File: config.mk
export PLATFORM = sky130hd
export DESIGN_NAME = flick_conditioner
export DESIGN_NICKNAME = d
export VERILOG_FILES = /design/src/rtl/flick_conditioner_pkg.sv /design/src/rtl/flick_conditioner_sync_ff.sv /design/src/rtl/flick_conditioner.sv
export SDC_FILE = /design/constraint.sdc
export NUM_CORES = 1
export LEC_CHECK = 0
export CAP_MARGIN = 0
export CORE_AREA = 3 3 40 42
export DETAILED_ROUTE_END_ITERATION = 16
export DIE_AREA = 0 0 43 45
export GPL_TIMING_DRIVEN = 0
export PLACE_DENSITY = 0.77
export SLEW_MARGIN = 20
export SYNTH_ARGS = -nofsm -noshare
export SYNTH_HDL_FRONTEND = slang
export SYNTH_SLANG_ARGS = --single-unit
File: constraint.sdc
create_clock -name clk -period 1.9 [get_ports clk]
set_clock_uncertainty 0.15 [all_clocks]
set_input_delay 0.19 -clock clk [delete_from_list [all_inputs] [get_ports clk]]
set_output_delay 0.19 -clock clk [all_outputs]
set_load 0.01 [all_outputs]
File: src/rtl/flick_conditioner_pkg.sv
// Shared definitions for the flick input-conditioning stage.
package flick_conditioner_pkg;

   localparam int unsigned SYNC_STAGES_DEF     = 2;
   localparam int unsigned DEBOUNCE_CYCLES_DEF = 4;

   // Debounce FSM encodings, shared with the downstream bound_flasher.
   typedef enum logic [1:0] {
      ST_IDLE     = 2'd0,
      ST_ARM_HIGH = 2'd1,
      ST_HIGH     = 2'd2,
      ST_ARM_LOW  = 2'd3
   } flick_state_e;

   // True while a level change is being qualified.
   function automatic logic is_arming(input flick_state_e s);
      return (s == ST_ARM_HIGH) || (s == ST_ARM_LOW);
   endfunction

endpackage

File: src/rtl/flick_conditioner_sync_ff.sv
// N-stage reset-to-0 synchronizer; reusable for reset-release synchronization.
module sync_ff #(
   parameter int unsigned N = 2
) (
   input  logic clk,
   input  logic rst_n,
   input  logic d,
   output logic q
);

   logic [N-1:0] chain;

   // Shift the asynchronous input through the flop chain.
   always_ff @(posedge clk or negedge rst_n) begin
      if (!rst_n) begin
         chain <= '0;
      end else begin
         chain <= {chain[N-2:0], d};
      end
   end

   assign q = chain[N-1];

endmodule

File: src/rtl/flick_conditioner.sv
// Synchronizes and debounces the raw flick button; emits level plus edge strobes.
module flick_conditioner
   import flick_conditioner_pkg::*;
#(
   parameter int unsigned SYNC_STAGES     = SYNC_STAGES_DEF,
   parameter int unsigned DEBOUNCE_CYCLES = DEBOUNCE_CYCLES_DEF
) (
   input  logic clk,
   input  logic rst_n,
   input  logic flick_raw,
   output logic flick,
   output logic flick_rise,
   output logic flick_fall,
   output logic busy
);

   localparam int unsigned       CNT_W    = $clog2(DEBOUNCE_CYCLES + 1);
   localparam logic [CNT_W-1:0]  CNT_LAST = CNT_W'(DEBOUNCE_CYCLES - 1);

   logic             s_q;
   flick_state_e     state_q, state_d;
   logic [CNT_W-1:0] cnt_q, cnt_d;
   logic             flick_d, rise_d, fall_d;

   sync_ff #(.N(SYNC_STAGES)) u_sync (
      .clk   (clk),
      .rst_n (rst_n),
      .d     (flick_raw),
      .q     (s_q)
   );

   // State, counter and registered outputs.
   always_ff @(posedge clk or negedge rst_n) begin
      if (!rst_n) begin
         state_q    <= ST_IDLE;
         cnt_q      <= '0;
         flick      <= 1'b0;
         flick_rise <= 1'b0;
         flick_fall <= 1'b0;
      end else begin
         state_q    <= state_d;
         cnt_q      <= cnt_d;
         flick      <= flick_d;
         flick_rise <= rise_d;
         flick_fall <= fall_d;
      end
   end

   // Next-state: a level is accepted only after DEBOUNCE_CYCLES further matching samples.
   always_comb begin
      state_d = state_q;
      cnt_d   = cnt_q;
      flick_d = flick;
      rise_d  = 1'b0;
      fall_d  = 1'b0;
      case (state_q)
         ST_IDLE: begin
            flick_d = 1'b0;
            if (s_q) begin
               state_d = ST_ARM_HIGH;
               cnt_d   = '0;
            end
         end
         ST_ARM_HIGH: begin
            if (!s_q) begin
               state_d = ST_IDLE;
            end else if (cnt_q == CNT_LAST) begin
               state_d = ST_HIGH;
               flick_d = 1'b1;
               rise_d  = 1'b1;
            end else begin
               cnt_d = cnt_q + CNT_W'(1);
            end
         end
         ST_HIGH: begin
            flick_d = 1'b1;
            if (!s_q) begin
               state_d = ST_ARM_LOW;
               cnt_d   = '0;
            end
         end
         ST_ARM_LOW: begin
            if (s_q) begin
               state_d = ST_HIGH;
            end else if (cnt_q == CNT_LAST) begin
               state_d = ST_IDLE;
               flick_d = 1'b0;
               fall_d  = 1'b1;
            end else begin
               cnt_d = cnt_q + CNT_W'(1);
            end
         end
         default: begin
            state_d = ST_IDLE;
            cnt_d   = '0;
            flick_d = 1'b0;
         end
      endcase
   end

   assign busy = is_arming(state_q);

endmodule

==> key figures, run 1 <==
Outcome
  – Status: finished, final reports clean

Power and ir drop
  – Leak: 0.000338 uW
  – Power density over the cells: 1660 mW/mm^2
  – Maximum vdd drop: 0.802 mV

Floorplanning
  – Row count: 13
  – Die X: 43 microns
  – I/O pins: 7
  – Core area: 0.00128 sq mm
  – Full die area: 0.00194 sq mm
  – Initial core utilization: 43.7%
  – Die H: 45 microns

Critical path
  – CP Capture Type: register
  – Kind of critical path: register to register
  – CP arrival: 1.81 ns
  – R2R depth: 5
  – CP max-delay cell: dfrtp_1
  – CP peak stage delay: 0.44 ns
  – Cell breakdown of the critical path: ha_1, and2b_4, a21oi_2, o21ai_4, mux2_4
  – Reg2reg end: cnt_q[2]
  – Req. time, crit path: 1.90 ns
  – Reg2reg setup slack: 0.09 ns
  – Setup crit start kind: register
  – Crit Path Max Fanout: 4

Clocking
  – Clock transition at path regs: 0.06 ns
  – CTS root buffer: clkbuf_4
  – Clk sinks: 10
  – Clk_lat worst skew: 0.27 ns
  – Hold buffer count at cts: 0
  – Max clock buf depth: 2
  – CTS Buf Count: 3
  – CTS tree: yes
  – # H-tree levels: 1

Timing
  – Final hold vios: 0
  – Post-layout min period: 1.81 ns
  – Fmax: 551 MHz
  – Setup WS post-layout: 0.0866 ns
  – Final hold slack: 0.0837 ns
  – Setup TNS: 0 ns
  – Tcrit/Tclk final: 95.4%
  – RSZ-0062 raised after global routing: false
  – Slew HR: 68.9%
  – Max-slew violation count: 0
  – # setup viols final: 0
  – Worst slew pin tran: 0.465 ns

Layout
  – Reg area: 251 sq um
  – Multi-input gate area: 325 sq um
  – N_diodes: 0
  – Nets: 74
  – Layout Cells excl Fill: 77
  – Final-layout fill cell count: 116
  – Synthesis-to-finish area growth: 29.2%
  – Final Cell Area: 726 sq um
  – Share of cells above drive strength 1: 32.3%

GRT
  – Vias in the first global route: 401
  – Initial antenna violation count: 0
  – First-pass GRT wire length: 1.81 mm
  – Largest net degree at the start of global routing: 11
  – Grt ovf: 0
  – Total GRT Usage: 14.4%

Yosys
  – Post-synthesis adder-cell area fraction: 15.6%
  – Yosys warns: 0
  – Cell taking the most area after synthesis: dfrtp_1
  – Syn_area_per_cell: 11.5 sq um
  – Post-Synth Simple-Gate Area: 15.1%
  – Post-synth top area share: 44.5%
  – Syn_nets: 59
  – Multiplexer share of the synthesized area: 10.0%
  – Post-Synthesis Cells: 49
  – Largest family of logic cells by synthesized area: adder cells
  – Compound-Gate Fraction of Synth Area: 11.4%
  – Area contributors post-synth: dfrtp_1, ha_1, mux2_4, inv_1, nand2b_1
  – Post-synthesis sequential area ratio: 44.5%
  – Netlist Area Pre-Place: 562 sq um
  – Synthesis-stage register bit count: 10
  – Post-synthesis xor/xnor area fraction: 0%
  – Cell variety after synth: 19

Drt
  – Routed WL: 1.02 mm
  – Routed len/inst: 13.2 microns
  – DR vias/cell: 5.09
  – DR iter-0 viols: 4
  – # DRC: 0
  – Post-DRT Antenna Nets: 0
  – DRT Pass-1 Iters: 4
  – Vias: 392

Place
  – Port Buf Inserts: 6
  – Dpl ws: -0.0909 ns
  – Hpwl dp: 645 microns
  – Placed cell areas: 641 sq um
  – Routability cong.: 0.690
  – Placed Instances: 70

Flow run
  – Max Cap Violations: 0

Worst hold path
  – Worst hold path class: primary input to async pin
==> cells in the mapped netlist <==
library cell	instances
nor2_1	5
inv_1	5
and2b_4	1
a22oi_1	2
a21oi_1	1
and2b_1	1
mux2_1	1
nand3_1	1
o21ai_4	1
mux2_4	3
nand2_1	2
dfrtp_1	10
and3_2	1
a21oi_2	1
nand2b_1	3
a32o_1	1
o21ai_2	1
ha_1	7
nor3_1	2
==> placed cells by master (no fill, tap or decap), types with 2 or more instances in the layout <==
master,synthesis,layout
nor2_1,5,4
nor3_1,2,2
nand2b_1,3,3
ha_1,7,5
clkbuf_4,0,3
inv_1,5,4
ha_4,0,2
nand2_1,2,2
clkdlybuf4s50_1,0,5
mux2_4,3,3
a22oi_1,2,2
buf_4,0,4
dfrtp_1,10,9
==> worst max path at each step <==
| stage | start | cells after the start | slack (ns) | to |
|---|---|---|---|---|
| 5_1_grt | state_q[0] | 6 | 0.03 | cnt_q[2] |
| 4_1_cts | state_q[0] | 6 | 0.09 | cnt_q[2] |
| 3_5_place_dp | state_q[0] | 4 | -0.09 | busy |
| 6_report | register | 5 | 0.09 | cnt_q[2] |
| 2_1_floorplan | state_q[0] | 6 | 0.16 | cnt_q[0] |
| 3_3_place_gp | state_q[0] | 4 | -0.08 | busy |
==> critical path: cells and delay by family (launching register included) <==
kind            cells  cell delay, ns
mux                 1            0.32
flops               1            0.44
compound gates      2            0.26
simple gates        1            0.28
fa+ha+maj           1            0.23
==> kinds of logic after synthesis <==
| logic type | Yosys count |
|---|---|
| buffers and inverters | 5 |
| adder cells (fa/ha/maj) | 7 |
| AND/OR/NAND/NOR | 16 |
| multiplexers | 4 |
| flip-flops | 10 |
| AO/OA/AOI/OAI | 7 |
==> metal layers <==
metal | vias up | share of wire [%] | GRT usage, %
li1 | 192 | - | -
met1 | 188 | 43 | 15.0
met2 | 7 | 47 | 21.0
met3 | 5 | 4.9 | 5.98
met4 | 0 | 4.3 | 15.7
met5 | - | 0 | 0
==> stage by stage <==
step / power [uW] / utilization, %
2_1_floorplan: 769 / -
3_3_place_gp: 900 / 49.9
3_5_place_dp: 922 / 49.9
4_1_cts: 1210 / 56.5
5_1_grt: 1320 / 56.5
6_report: 1210 / 56.5
==> where the power goes <==
part | switching [uW] | leakage, uW | internal, uW
sequential | 47.5 | 0.000123 | 278
clock | 72.0 | 0.0000138 | 73.2
combinational | 342 | 0.000200 | 395
==> area by class of cell <==
cell class                      count  area share (%)
Clock buffer                        3            3.10
Sequential cell                    10            34.7
Tap cell                           15            2.59
Inverter                            5            2.59
Multi-Input combinational cell     34            44.8
Timing Repair Buffer               10            12.2
==> repair_timing <==
action,4_1_cts,5_1_grt
endpoints found under the setup margin,4,0
buffers inserted,4,0
resized for setup,9,0
==> sequential cells by signal (all words and copies together) (netlist names), named ones only <==
name          cells
flick_rise        1
flick_fall        1
state_q           1
cnt_q             3
u_sync.chain      2
flick             1
Note: power is estimated with default switching activity, not from simulation.
==> inputs of run 2 (changes only) <==
Settings changed: SKIP_LAST_GASP set to 1.
==> results of run 2 <==
The final DEF is identical to that of run 1; final timing and power are the same.
==> inputs of run 3 (changes only) <==
Settings changed: CTS_BUF_LIST set to sky130_fd_sc_hd__clkbuf_8.
==> key figures, run 3 (synthesized netlist as in run 1, its figures left out) <==
Outcome
  – Status: finished, final reports clean

Clocking
  – # H-tree levels: 1
  – Clk sinks: 10
  – CTS Buf Count: 3
  – CTS root buffer: clkbuf_8
  – CTS tree: yes
  – Max clock buf depth: 2
  – Clk_lat worst skew: 0.23 ns
  – Clock transition at path regs: 0.05 ns

Layout
  – Layout Cells excl Fill: 77
  – Nets: 74
  – N_diodes: 0
  – Most frequent cells in the layout: dfrtp_1, ha_1, clkdlybuf4s50_1
  – Synthesis-to-finish area growth: 33.4%
  – Number of flip-flops in the largest register: 3
  – Final Cell Area: 749 sq um
  – Multi-input gate area: 325 sq um
  – Biggest regs: cnt_q x3, u_sync.chain x2
  – Largest register by flop count: cnt_q
  – Commonest non-fill, non-tap cell in the layout: dfrtp_1
  – Final-layout fill cell count: 111
  – Reg area: 253 sq um
  – Final Util: 58.3%
  – Share of cells above drive strength 1: 33.9%

Timing
  – Fmax: 558 MHz
  – Max-slew violation count: 0
  – # setup viols final: 0
  – Tcrit/Tclk final: 94.4%
  – Slew HR: 68.7%
  – RSZ-0062 raised after global routing: false
  – Final hold vios: 0
  – Final hold slack: 0.131 ns
  – Post-layout min period: 1.79 ns
  – Worst slew pin tran: 0.469 ns

Worst hold path
  – Worst hold path class: primary input to async pin

Drt
  – Vias: 382
  – DR iter-0 viols: 7
  – DR vias/cell: 4.96
  – # DRC: 0
  – DRT Pass-1 Iters: 4
  – Routed len/inst: 12.4 microns
  – Routed WL: 955 microns
  – Post-DRT Antenna Nets: 0

Critical path
  – Crit Path Max Fanout: 5
  – Setup crit start kind: register
  – CP Capture Type: register
  – Kind of critical path: register to register
  – Req. time, crit path: 1.86 ns
  – CP arrival: 1.75 ns

Floorplanning
  – Die X: 43 microns
  – Row count: 13
  – Core area: 0.00128 sq mm
  – Initial core utilization: 43.7%
  – Die H: 45 microns
  – Full die area: 0.00194 sq mm
  – I/O pins: 7

GRT
  – Largest net degree at the start of global routing: 11
  – M1 GR Usage: 14.2%
  – Vias in the first global route: 360
  – Met2 Use GR: 19.2%
  – Initial antenna violation count: 0
  – Met3 Usage GRT: 5.98%
  – First-pass GRT wire length: 1.63 mm
  – Grt ovf: 0
  – Busiest grt layer: met2
  – Total GRT Usage: 12.0%

Power and ir drop
  – Maximum vdd drop: 0.860 mV
  – Leak: 0.000352 uW
  – Power density over the cells: 1700 mW/mm^2

Flow run
  – Max Cap Violations: 0

Place
  – Hpwl dp: 645 microns
  – Port Buf Inserts: 6
  – Placed cell areas: 641 sq um
  – Placed Instances: 70
  – Routability cong.: 0.690
## run 3: changes by cell type in the layout (fill, tap and decap cells not counted)
| cell | delta |
|---|---|
| clkbuf_4 | -3 |
| clkbuf_8 | +3 |
| dlymetal6s2s_1 | +1 |
| dlygate4sd2_1 | -1 |
| dfrtp_1 | -1 |
| dfrtp_2 | +1 |
## run 3: worst max-delay path, cell delays in order (launching register included)
cell     delay [ns]
dfrtp_2        0.40
buf_4          0.14
ha_4           0.18
nor3_1         0.22
a21oi_2        0.07
o21ai_4        0.19
mux2_4         0.32
## run 3: cell type report
| cell class | count | share of cell area (%) |
|---|---|---|
| Timing Repair Buffer | 10 | 12.4 |
| Sequential cell | 10 | 33.7 |
| Inverter | 5 | 2.50 |
| Clock buffer | 3 | 5.51 |
| Tap cell | 15 | 2.50 |
| Multi-Input combinational cell | 34 | 43.4 |
## run 3: what timing repair did
action / in CTS / in global routing
endpoints found under the setup margin: 4 / 4
pin swaps: 1 / 0
buffers inserted: 1 / 3
gates resized for setup: 7 / 3
hold buffers: 0 / 0
## run 3: through the flow
step	power [uW]	setup WS [ns]	TNS (ns)
floorplan	769	0.159	0
global placement	900	-0.0842	-0.0935
detailed placement	922	-0.0909	-0.159
CTS	1230	0.0142	0
global route	1380	0.0439	0
finish	1270	0.107	0
## run 3: per-layer routing
layer	routed length [microns]	vias up
li1	-	195
met1	433	179
met2	460	6
met3	51	2
met4	11	0
met5	0	-
## run 3: path summary, 6_finish.rpt
path | start | cells past startpoint | endpoint | slack (ns)
worst min register to register | u_sync.chain[0] | 0 | u_sync.chain[1] | 0.19
max in group asynchronous | rst_n | 1 | state_q[0] | 1.12
worst max-delay path | state_q[0] | 6 | cnt_q[2] | 0.11
worst min-delay path | rst_n | 1 | flick_rise | 0.13
worst max register to register | state_q[0] | 6 | cnt_q[2] | 0.11
min in group clk | u_sync.chain[0] | 0 | u_sync.chain[1] | 0.19
## run 3: power by group
group          internal (uW)  leakage [uW]  switching [uW]
Sequential               281      0.000123            47.1
Clock                    138     0.0000216            74.0
Combinational            399      0.000208             333
